File: src/rtl/ps2_key_decoder_pkg.sv
// Shared constants and types for the PS/2 keyboard front end of the block shooter.
// Holds the default key make codes, the prefix codes and the frame-state encoding.
package ps2_key_decoder_pkg;

  localparam logic [7:0] KEY_A_DEF     = 8'h1C;
  localparam logic [7:0] KEY_D_DEF     = 8'h23;
  localparam logic [7:0] KEY_SPACE_DEF = 8'h29;
  localparam logic [7:0] SC_EXT        = 8'hE0;
  localparam logic [7:0] SC_BRK        = 8'hF0;

  typedef enum logic [1:0] {
    IDLE   = 2'd0,
    DATA   = 2'd1,
    PARITY = 2'd2,
    STOP   = 2'd3
  } frame_state_t;

  // A PS/2 frame is good when the data bits and the parity bit together hold an odd count of ones.
  function automatic logic odd_parity_ok(input logic [7:0] data, input logic par);
    return ^{data, par};
  endfunction

endpackage

File: src/rtl/ps2_key_decoder_if.sv
// Key-event bundle between the PS/2 decoder and its consumer (player-control FSM / shooting logic).
interface ps2_key_decoder_if;
  logic       consume;
  logic       a_pressed;
  logic       d_pressed;
  logic       space_pressed;
  logic       a_held;
  logic       d_held;
  logic       space_held;
  logic [7:0] scan_code;
  logic       scan_valid;
  logic       frame_err;

  modport master (
    input  consume,
    output a_pressed, d_pressed, space_pressed,
    output a_held, d_held, space_held,
    output scan_code, scan_valid, frame_err
  );

  modport slave (
    output consume,
    input  a_pressed, d_pressed, space_pressed,
    input  a_held, d_held, space_held,
    input  scan_code, scan_valid, frame_err
  );
endinterface

File: src/rtl/ps2_rx_frame.sv
// PS/2 frame receiver: synchronises and filters the raw lines, then assembles
// 11-bit frames into bytes with parity, stop-bit and inter-edge timeout checking.
module ps2_rx_frame
  import ps2_key_decoder_pkg::*;
#(
  parameter int FILTER_LEN     = 8,
  parameter int TIMEOUT_CYCLES = 50000
) (
  input  logic       clk,
  input  logic       reset,
  input  logic       ps2_clk,
  input  logic       ps2_dat,
  output logic [7:0] rx_byte,
  output logic       byte_valid,
  output logic       err
);

  localparam int FW = $clog2(FILTER_LEN + 1);
  localparam int TW = $clog2(TIMEOUT_CYCLES + 1);

  logic          clk_p0, clk_p1, dat_p0, dat_p1;
  logic          clk_f, clk_f_q;
  logic [FW-1:0] flt_cnt;
  logic          strobe;

  frame_state_t  state, state_n;
  logic [2:0]    bit_cnt, bit_cnt_n;
  logic [7:0]    shreg, shreg_n;
  logic          par_bit, par_n;
  logic [TW-1:0] timer, timer_n;
  logic [7:0]    byte_n;
  logic          vld_n, err_n;

  // Stage p0/p1: two-flop synchronisers; idle-high lines reset to 1
  always_ff @(posedge clk) begin
    if (reset) begin
      clk_p0 <= 1'b1;
      clk_p1 <= 1'b1;
      dat_p0 <= 1'b1;
      dat_p1 <= 1'b1;
    end else begin
      clk_p0 <= ps2_clk;
      clk_p1 <= clk_p0;
      dat_p0 <= ps2_dat;
      dat_p1 <= dat_p0;
    end
  end

  // Filter: the clock only flips after FILTER_LEN consecutive samples disagree with it
  always_ff @(posedge clk) begin
    if (reset) begin
      clk_f   <= 1'b1;
      clk_f_q <= 1'b1;
      flt_cnt <= '0;
    end else begin
      clk_f_q <= clk_f;
      if (clk_p1 == clk_f) begin
        flt_cnt <= '0;
      end else if (flt_cnt == FW'(FILTER_LEN - 1)) begin
        clk_f   <= clk_p1;
        flt_cnt <= '0;
      end else begin
        flt_cnt <= flt_cnt + 1'b1;
      end
    end
  end

  assign strobe = clk_f_q & ~clk_f;

  always_ff @(posedge clk) begin
    if (reset) begin
      state      <= IDLE;
      bit_cnt    <= '0;
      shreg      <= '0;
      par_bit    <= 1'b0;
      timer      <= '0;
      rx_byte    <= '0;
      byte_valid <= 1'b0;
      err        <= 1'b0;
    end else begin
      state      <= state_n;
      bit_cnt    <= bit_cnt_n;
      shreg      <= shreg_n;
      par_bit    <= par_n;
      timer      <= timer_n;
      rx_byte    <= byte_n;
      byte_valid <= vld_n;
      err        <= err_n;
    end
  end

  always_comb begin
    state_n   = state;
    bit_cnt_n = bit_cnt;
    shreg_n   = shreg;
    par_n     = par_bit;
    timer_n   = timer;
    byte_n    = rx_byte;
    vld_n     = 1'b0;
    err_n     = 1'b0;
    if (strobe) begin
      timer_n = '0;
      case (state)
        IDLE: begin
          // A high start bit is line noise, not a frame
          if (!dat_p1) begin
            state_n   = DATA;
            bit_cnt_n = '0;
          end
        end
        DATA: begin
          shreg_n   = {dat_p1, shreg[7:1]};
          bit_cnt_n = bit_cnt + 3'd1;
          if (bit_cnt == 3'd7) state_n = PARITY;
        end
        PARITY: begin
          par_n   = dat_p1;
          state_n = STOP;
        end
        STOP: begin
          state_n = IDLE;
          if (dat_p1 && odd_parity_ok(shreg, par_bit)) begin
            byte_n = shreg;
            vld_n  = 1'b1;
          end else begin
            err_n = 1'b1;
          end
        end
        default: state_n = IDLE;
      endcase
    end else if (state != IDLE) begin
      if (timer == TW'(TIMEOUT_CYCLES - 1)) begin
        state_n = IDLE;
        err_n   = 1'b1;
        timer_n = '0;
      end else begin
        timer_n = timer + 1'b1;
      end
    end else begin
      timer_n = '0;
    end
  end

endmodule

File: src/rtl/ps2_key_decoder.sv
// PS/2 keyboard decoder: turns received scan codes into held/pending key events for A, D
// and space; a pending press stays up until the consumer acknowledges it.
module ps2_key_decoder
  import ps2_key_decoder_pkg::*;
#(
  parameter int         FILTER_LEN     = 8,
  parameter int         TIMEOUT_CYCLES = 50000,
  parameter logic [7:0] KEY_A          = KEY_A_DEF,
  parameter logic [7:0] KEY_D          = KEY_D_DEF,
  parameter logic [7:0] KEY_SPACE      = KEY_SPACE_DEF
) (
  input  logic               clk,
  input  logic               reset,
  input  logic               ps2_clk,
  input  logic               ps2_dat,
  ps2_key_decoder_if.master  key_if
);

  logic [7:0] rx_byte;
  logic       rx_vld, rx_err;
  logic       ext, brk;
  logic [2:0] held, pend;
  logic [2:0] hit, make_hit, brk_hit, pend_kept;
  logic       is_prefix;

  ps2_rx_frame #(
    .FILTER_LEN     (FILTER_LEN),
    .TIMEOUT_CYCLES (TIMEOUT_CYCLES)
  ) u_rx (
    .clk        (clk),
    .reset      (reset),
    .ps2_clk    (ps2_clk),
    .ps2_dat    (ps2_dat),
    .rx_byte    (rx_byte),
    .byte_valid (rx_vld),
    .err        (rx_err)
  );

  // Bit order {space, d, a} is shared by hit, held and pend
  assign hit       = {rx_byte == KEY_SPACE, rx_byte == KEY_D, rx_byte == KEY_A};
  assign is_prefix = (rx_byte == SC_EXT) || (rx_byte == SC_BRK);
  assign make_hit  = (rx_vld && !is_prefix && !ext && !brk) ? hit : 3'b000;
  assign brk_hit   = (rx_vld && !is_prefix && !ext &&  brk) ? hit : 3'b000;
  assign pend_kept = pend & ~{3{key_if.consume}};

  // Stage p1: key state updates one cycle after the byte arrives
  always_ff @(posedge clk) begin
    if (reset) begin
      ext  <= 1'b0;
      brk  <= 1'b0;
      held <= '0;
      pend <= '0;
    end else begin
      // A fresh make overrides a same-cycle consume so the new press is not lost
      pend <= pend_kept | make_hit;
      held <= (held | make_hit) & ~brk_hit;
      if (rx_err) begin
        ext <= 1'b0;
        brk <= 1'b0;
      end else if (rx_vld) begin
        if (rx_byte == SC_EXT) begin
          ext <= 1'b1;
        end else if (rx_byte == SC_BRK) begin
          brk <= 1'b1;
        end else begin
          ext <= 1'b0;
          brk <= 1'b0;
        end
      end
    end
  end

  assign key_if.a_pressed     = pend[0];
  assign key_if.d_pressed     = pend[1];
  assign key_if.space_pressed = pend[2];
  assign key_if.a_held        = held[0];
  assign key_if.d_held        = held[1];
  assign key_if.space_held    = held[2];
  assign key_if.scan_code     = rx_byte;
  assign key_if.scan_valid    = rx_vld;
  assign key_if.frame_err     = rx_err;

endmodule

File: src/flat_wrapper.sv
// flat-port wrapper written by rule: the top's interface ports become plain ports
module ps2_key_decoder_flat import ps2_key_decoder_pkg::*;
#(
  parameter int         FILTER_LEN     = 8,
  parameter int         TIMEOUT_CYCLES = 50000,
  parameter logic [7:0] KEY_A          = KEY_A_DEF,
  parameter logic [7:0] KEY_D          = KEY_D_DEF,
  parameter logic [7:0] KEY_SPACE      = KEY_SPACE_DEF
)
  (clk, reset, ps2_clk, ps2_dat, key_if_consume, key_if_a_pressed, key_if_d_pressed, key_if_space_pressed, key_if_a_held, key_if_d_held, key_if_space_held, key_if_scan_code, key_if_scan_valid, key_if_frame_err);
  ps2_key_decoder_if key_if_i ();
  input  logic clk;
  input  logic reset;
  input  logic ps2_clk;
  input  logic ps2_dat;
  input wire logic [$bits(key_if_i.consume)-1:0] key_if_consume;
  output wire logic [$bits(key_if_i.a_pressed)-1:0] key_if_a_pressed;
  output wire logic [$bits(key_if_i.d_pressed)-1:0] key_if_d_pressed;
  output wire logic [$bits(key_if_i.space_pressed)-1:0] key_if_space_pressed;
  output wire logic [$bits(key_if_i.a_held)-1:0] key_if_a_held;
  output wire logic [$bits(key_if_i.d_held)-1:0] key_if_d_held;
  output wire logic [$bits(key_if_i.space_held)-1:0] key_if_space_held;
  output wire logic [$bits(key_if_i.scan_code)-1:0] key_if_scan_code;
  output wire logic [$bits(key_if_i.scan_valid)-1:0] key_if_scan_valid;
  output wire logic [$bits(key_if_i.frame_err)-1:0] key_if_frame_err;
  assign key_if_i.consume = key_if_consume;
  assign key_if_a_pressed = key_if_i.a_pressed;
  assign key_if_d_pressed = key_if_i.d_pressed;
  assign key_if_space_pressed = key_if_i.space_pressed;
  assign key_if_a_held = key_if_i.a_held;
  assign key_if_d_held = key_if_i.d_held;
  assign key_if_space_held = key_if_i.space_held;
  assign key_if_scan_code = key_if_i.scan_code;
  assign key_if_scan_valid = key_if_i.scan_valid;
  assign key_if_frame_err = key_if_i.frame_err;
  ps2_key_decoder #(.FILTER_LEN(FILTER_LEN), .TIMEOUT_CYCLES(TIMEOUT_CYCLES), .KEY_A(KEY_A), .KEY_D(KEY_D), .KEY_SPACE(KEY_SPACE)) u_core (.clk(clk), .reset(reset), .ps2_clk(ps2_clk), .ps2_dat(ps2_dat), .key_if(key_if_i));
endmodule
File: config.mk
export PLATFORM = sky130hd
export DESIGN_NAME = ps2_key_decoder_flat
export DESIGN_NICKNAME = d
export VERILOG_FILES = /design/src/rtl/ps2_key_decoder_pkg.sv /design/src/rtl/ps2_key_decoder_if.sv /design/src/rtl/ps2_rx_frame.sv /design/src/rtl/ps2_key_decoder.sv /design/src/flat_wrapper.sv
export SDC_FILE = /design/constraint.sdc
export NUM_CORES = 1
export LEC_CHECK = 0
export ABC_AREA = 0
export BUFFER_PORTS_ARGS = -buffer_cell sky130_fd_sc_hd__buf_2
export CORE_ASPECT_RATIO = 1.1
export CORE_MARGIN = 4
export CORE_UTILIZATION = 66
export CTS_BUF_LIST = sky130_fd_sc_hd__clkbuf_2 sky130_fd_sc_hd__clkbuf_4 sky130_fd_sc_hd__clkbuf_8
export DETAILED_ROUTE_END_ITERATION = 7
export GPL_TIMING_DRIVEN = 0
export PLACE_DENSITY = 0.89
export SYNTH_ARGS = -nofsm -noshare
export SYNTH_HDL_FRONTEND = slang
export SYNTH_SLANG_ARGS = --single-unit
File: constraint.sdc
create_clock -name clk -period 4.1 [get_ports clk]
set_clock_uncertainty 0.05 [all_clocks]
set_input_delay 0.615 -clock clk [delete_from_list [all_inputs] [get_ports clk]]
set_output_delay 0.615 -clock clk [all_outputs]
set_load 0.01 [all_outputs]
Yosys cells after proc, flatten, opt, wreduce, memory -nomap -nowiden

Index checks and enable logic that the tools add are counted.

Register bits after elaboration: 58
Logic and storage cells: 97
Bits of input ports: 5
Output and inout bits: 16

Eq/ne operators: 16
Bitwise gates (word level): 13
Add/subtract/negate cells: 3
Reduce and logical (&&, ||, !) cells: 27
Multiplexer cells: 19

Operator list:

| operator                | number |
|---|---|
| $add A16 B1 Y16 const B | 1 |
| $eq A16 B16 Y1 const B  | 1 |
| $eq A8 B6 Y1 const B    | 2 |
| $eq A8 B8 Y1 const B    | 2 |
| $mux W2                 | 5 |
| $reduce_and A2 Y1       | 5 |
| $mux W1                 | 9 |
| $mux W3                 | 3 |
| $reduce_xor A9 Y1       | 1 |
| $eq A8 B5 Y1 const B    | 1 |
| $pmux W2 S4             | 1 |
| $reduce_bool A2 Y1      | 4 |
| $and A3 B3 Y3           | 2 |
| $ne A3 B3 Y1 const B    | 2 |
| $not A1 Y1              | 6 |
| $not A3 Y3              | 2 |
| $or A3 B3 Y3            | 2 |
| $pmux W3 S2             | 1 |
| $reduce_and A3 Y1       | 2 |
| $reduce_or A3 Y1        | 2 |
| $logic_and A1 B1 Y1     | 5 |
| $add A4 B1 Y4 const B   | 1 |
| $eq A2 B2 Y1 const B    | 2 |
| $eq A4 B3 Y1 const B    | 1 |
| other kinds (13)        | 15 |

Logic depth before layout (Yosys ltp)

Depth after elaboration: 9
Gate-level depth with buffers: 7
Depth with buffers taken out: 6

Modules after synthesis

Synthesis repeated with hierarchy kept, for this count alone.

Cells, all modules: 277
Area, all modules: 2,688.8 µm²

Modules (own cells, without submodules):

| module          | seq. area each (µm²) | area an instance (µm²) | cells an instance | instances |
|---|---|---|---|---|
| ps2_rx_frame    | 1,001.0              | 2,312.2                | 235               | 1 |
| ps2_key_decoder | 160.2                | 376.6                  | 42                | 1 |

Least setup slack after synthesis

Ideal clock, no wire load.

Path kind: register -> register
Start: reg u_core.u_rx.timer[0]
End: reg u_core.u_rx.timer[10]
Data required time: 3.922 ns
Setup time: 0.128 ns
Stages on the path, launching flop included: 7
Arrival: 1.479 ns
Clock period less this slack: 1.657 ns
Buffers on the path: 1
Path slack: 2.443 ns
Cell sequence: dfxtp_1 ha_1 nand4_1 nand4b_1 nand2_1 clkbuf_1 nor2_1

Cells in the longest elaborated chain, start to end: 2
Elaborated cells between the ends (all ways): 3
Classes of those cells: add/sub (1); eq/ne (1); reduce/logical (1)

Ends and longest elaborated chain:

| item                                                    | line               | RTL |
|---|---|---|
| start, declared                                         | ps2_rx_frame.sv:30 | `logic [TW-1:0] timer, timer_n;` |
| start signal, assigned                                  | ps2_rx_frame.sv:85 | `timer <= timer_n;` |
| branches (longest 2 deep; another with $add A16 B1 Y16) | n/a                |  |

Parallel ways; which one is timed is not known.
A chain may end at the register's enable or synchronous reset.

Worst setup path in the final report

Start: reg u_core.u_rx.timer[0]
End: reg u_core.u_rx.timer[9]

The elaborated chain is that of the path after synthesis.

==> flow_summary.json <==
{
  "top_usage_layer": "met2",
  "r2r_cells": 6,
  "period_needed_ns": 2.066,
  "coreArea_um2": 3741,
  "synth.area.top_cells": "dfxtp_1 44%, mux2i_1 8.0%, nor2_1 5.7%",
  "leakage_nw": 1.168,
  "ys_seq_area_share_pct": 44.09,
  "clkSinkCount": 58,
  "path_cells": "ha_1, nand4_1, nand4b_1, nand2_1, clkbuf_1, nor2_1",
  "diodes": 0,
  "pre_cts_slack_ns": 2.049,
  "finalMaxSlewViolations": 0,
  "ctsHoldBuffers": 0,
  "syn_inst": 279,
  "ir_drop_v": 0.0003084,
  "drive_gt1_share_pct": 13.97,
  "endpoint_kind": "flop",
  "yosysMostFrequentCell": "dfxtp_1",
  "reg2reg_slack_ns": 2.03,
  "grt_antenna_before_repair": 0,
  "ys_types": 38,
  "place_area_um2": 2796,
  "power.density_nw_per_um2": 408.3,
  "synthesis.nets": 292,
  "cp-endpoint": "u_core.u_rx.timer[9]",
  "clk_latency_ns": 0.33,
  "yosys_warnings": 0,
  "dieArea_um2": 5066,
  "grt_pass1_vias": 2040,
  "synthArstFlopShare_pct": 0,
  "min_period_over_period_pct": 50.38,
  "area_growth_pct": 15.72,
  "rsz0062_at_grt": "false",
  "grt_usage_pct": 23.97,
  "overflow": 0,
  "start_kind": "flop",
  "first_pass_iters": 4,
  "cap_violations": 0,
  "use_met2_pct": 41.86,
  "cpMaxStageDelayCell": "dfxtp_1",
  "whs_ns": 0.3653,
  "cts_tree": "built",
  "use_met3_pct": 5.891,
  "clk_path_buf_depth": 2,
  "io_pins": 21,
  "synth.top_cell.area_share_pct": 44.09,
  "hold_viol": 0,
  "numCtsBuffers": 9,
  "multi_input_area_um2": 1405,
  "cp_max_fo": 10,
  "seqCellArea_um2": 1161,
  "dp_cells": 349,
  "outcome": "complete, no violations",
  "vias_per_cell": 5.685,
  "die_w_um": 68.23,
  "postLayoutCellArea_um2": 3048,
  "cts_resized": 0,
  "critPathMaxStageDelay_ns": 0.38,
  "path_clk_slew_ns": 0.07,
  "critPathLaunch": "u_core.u_rx.timer[0]",
  "fin_ws_ns": 2.034,
  "tightest_slew_ns": 0.6189,
  "path_class": "flop to flop",
  "grt_use_met1_pct": 27.41,
  "detailed_place_hpwl_mm": 3.534,
  "portBuffers": 20,
  "r2r-start": "u_core.u_rx.timer[0]",
  "finalSetupTns_ns": 0,
  "fin_cells": 365,
  "max_freq_mhz": 484.1,
  "nets": 323,
  "h-tree-depth": 3,
  "wirelength_mm": 5.404,
  "synth.avg_cell_area_um2": 9.440,
  "hp-class": "flop to flop",
  "post_drt_wl_per_cell_um": 14.81,
  "synth-seq-cells": 58,
  "finalSetupViolations": 0,
  "worstReg2RegEnd": "u_core.u_rx.timer[9]",
  "drtIter0Drc": 123,
  "ys.flop_type": "dfxtp_1",
  "fp-row-count": 23,
  "drtAntennaViolNets": 0,
  "max_slew_margin_pct": 58.74,
  "synthTopCellsByCount": "58 x dfxtp_1, 40 x nor2_1, 23 x nand2b_1, 21 x mux2i_1, 17 x xnor2_1",
  "yosys.area.top_type": "dfxtp_1",
  "place.gp.congestion": 0.8293,
  "grt_max_degree": 11,
  "cts_setup_buffers": 0,
  "dr_total_vias": 2075,
  "cp.arrival_ns": 2.22,
  "grt_pass1_wl_mm": 9.004,
  "synth_area_um2": 2634,
  "synth_enable_flop_cells": 0,
  "start_util_pct": 70.40,
  "cp_data_required_time_ns": 4.26,
  "fillCellCount": 230,
  "drcViolationCount": 0,
  "clock-root-buffer": "clkbuf_8",
  "die-height_um": 74.26
}
[worst min-delay path by stage]
| stage | from | cells after the start | endpoint |
|---|---|---|---|
| 6_report | u_core.u_rx.dat_p0 | 1 | u_core.u_rx.dat_p1 |
| 2_1_floorplan | u_core.u_rx.clk_p0 | 1 | u_core.u_rx.clk_p1 |
| 4_1_cts | u_core.u_rx.clk_p0 | 1 | u_core.u_rx.clk_p1 |
| 3_3_place_gp | u_core.u_rx.dat_p0 | 1 | u_core.u_rx.dat_p1 |
| 3_5_place_dp | u_core.u_rx.dat_p0 | 1 | u_core.u_rx.dat_p1 |
| 5_1_grt | u_core.u_rx.dat_p0 | 1 | u_core.u_rx.dat_p1 |
[critical path, delay by kind of cell (launching register included)]
| family | cells | cell delay, ns |
|---|---|---|
| adder cells (fa/ha/maj) | 1 | 0.23 |
| flip-flops | 1 | 0.38 |
| AND/OR/NAND/NOR | 4 | 0.89 |
| buffers and inverters | 1 | 0.38 |
[cell families (layout without fill, tap and decap cells)]
logic type,Yosys count,in the layout,synth area share [%]
AND/OR/NAND/NOR,133,133,27.32
buffers and inverters,18,54,2.565
multiplexers,22,22,8.836
flip-flops,58,58,44.09
AO/OA/AOI/OAI,17,17,4.085
adder cells (fa/ha/maj),8,8,3.801
XOR/XNOR,23,23,9.311
[cell type report]
cell class	count	share of cell area, %
multi-input cells	203	46.10
repair buffers	20	3.284
inverters	9	1.108
clock buffers	11	4.967
clock inverters	5	3.284
plain buffers	9	1.108
well taps	50	2.053
flip-flops and latches	58	38.10
[per-layer routing]
| metal | vias up | wire (um) | share of wire, % |
|---|---|---|---|
| met5 | - | 0 | 0 |
| met4 | 0 | 116 | 2.1 |
| met3 | 12 | 284 | 5.3 |
| met2 | 60 | 2651 | 49 |
| met1 | 980 | 2352 | 44 |
| li1 | 1023 | - | - |
[cells in the final DEF, fill, tap and decap left out, types with 8 or more instances in the layout]
cell      Yosys  routed
clkbuf_8      0      11
ha_1          8       8
nand4_1      10      10
nand3_1       9       9
a21oi_1       9       9
nand2_1      12      12
inv_1         9       9
mux2i_1      21      21
dfxtp_1      58      58
nand2b_1     23      23
buf_2         0      20
xnor2_1      17      17
nor2_1       40      40
clkbuf_1      9       9
[flip-flops by register name, summed over array words and instances (netlist names), 2 cells and up]
signal               cells
u_core.u_rx.flt_cnt      4
u_core.held              3
u_core.u_rx.bit_cnt      3
u_core.pend              3
u_core.u_rx.state        2
u_core.u_rx.timer       16
u_core.u_rx.shreg        8
u_core.u_rx.rx_byte      8
[report_power, final]
part           switching, mW  total, mW  internal (mW)
logic                 0.0111     0.0185        0.00734
clock network          0.225      0.660          0.435
registers           0.000808      0.566          0.565
[metrics by stage]
step	util, %	total power [mW]
2_1_floorplan	-	0.5905
3_3_place_gp	74.75	0.5963
3_5_place_dp	74.75	0.5969
4_1_cts	81.47	1.250
5_1_grt	81.47	1.277
6_report	81.47	1.244
No activity file was read; power rests on OpenSTA's default activity.
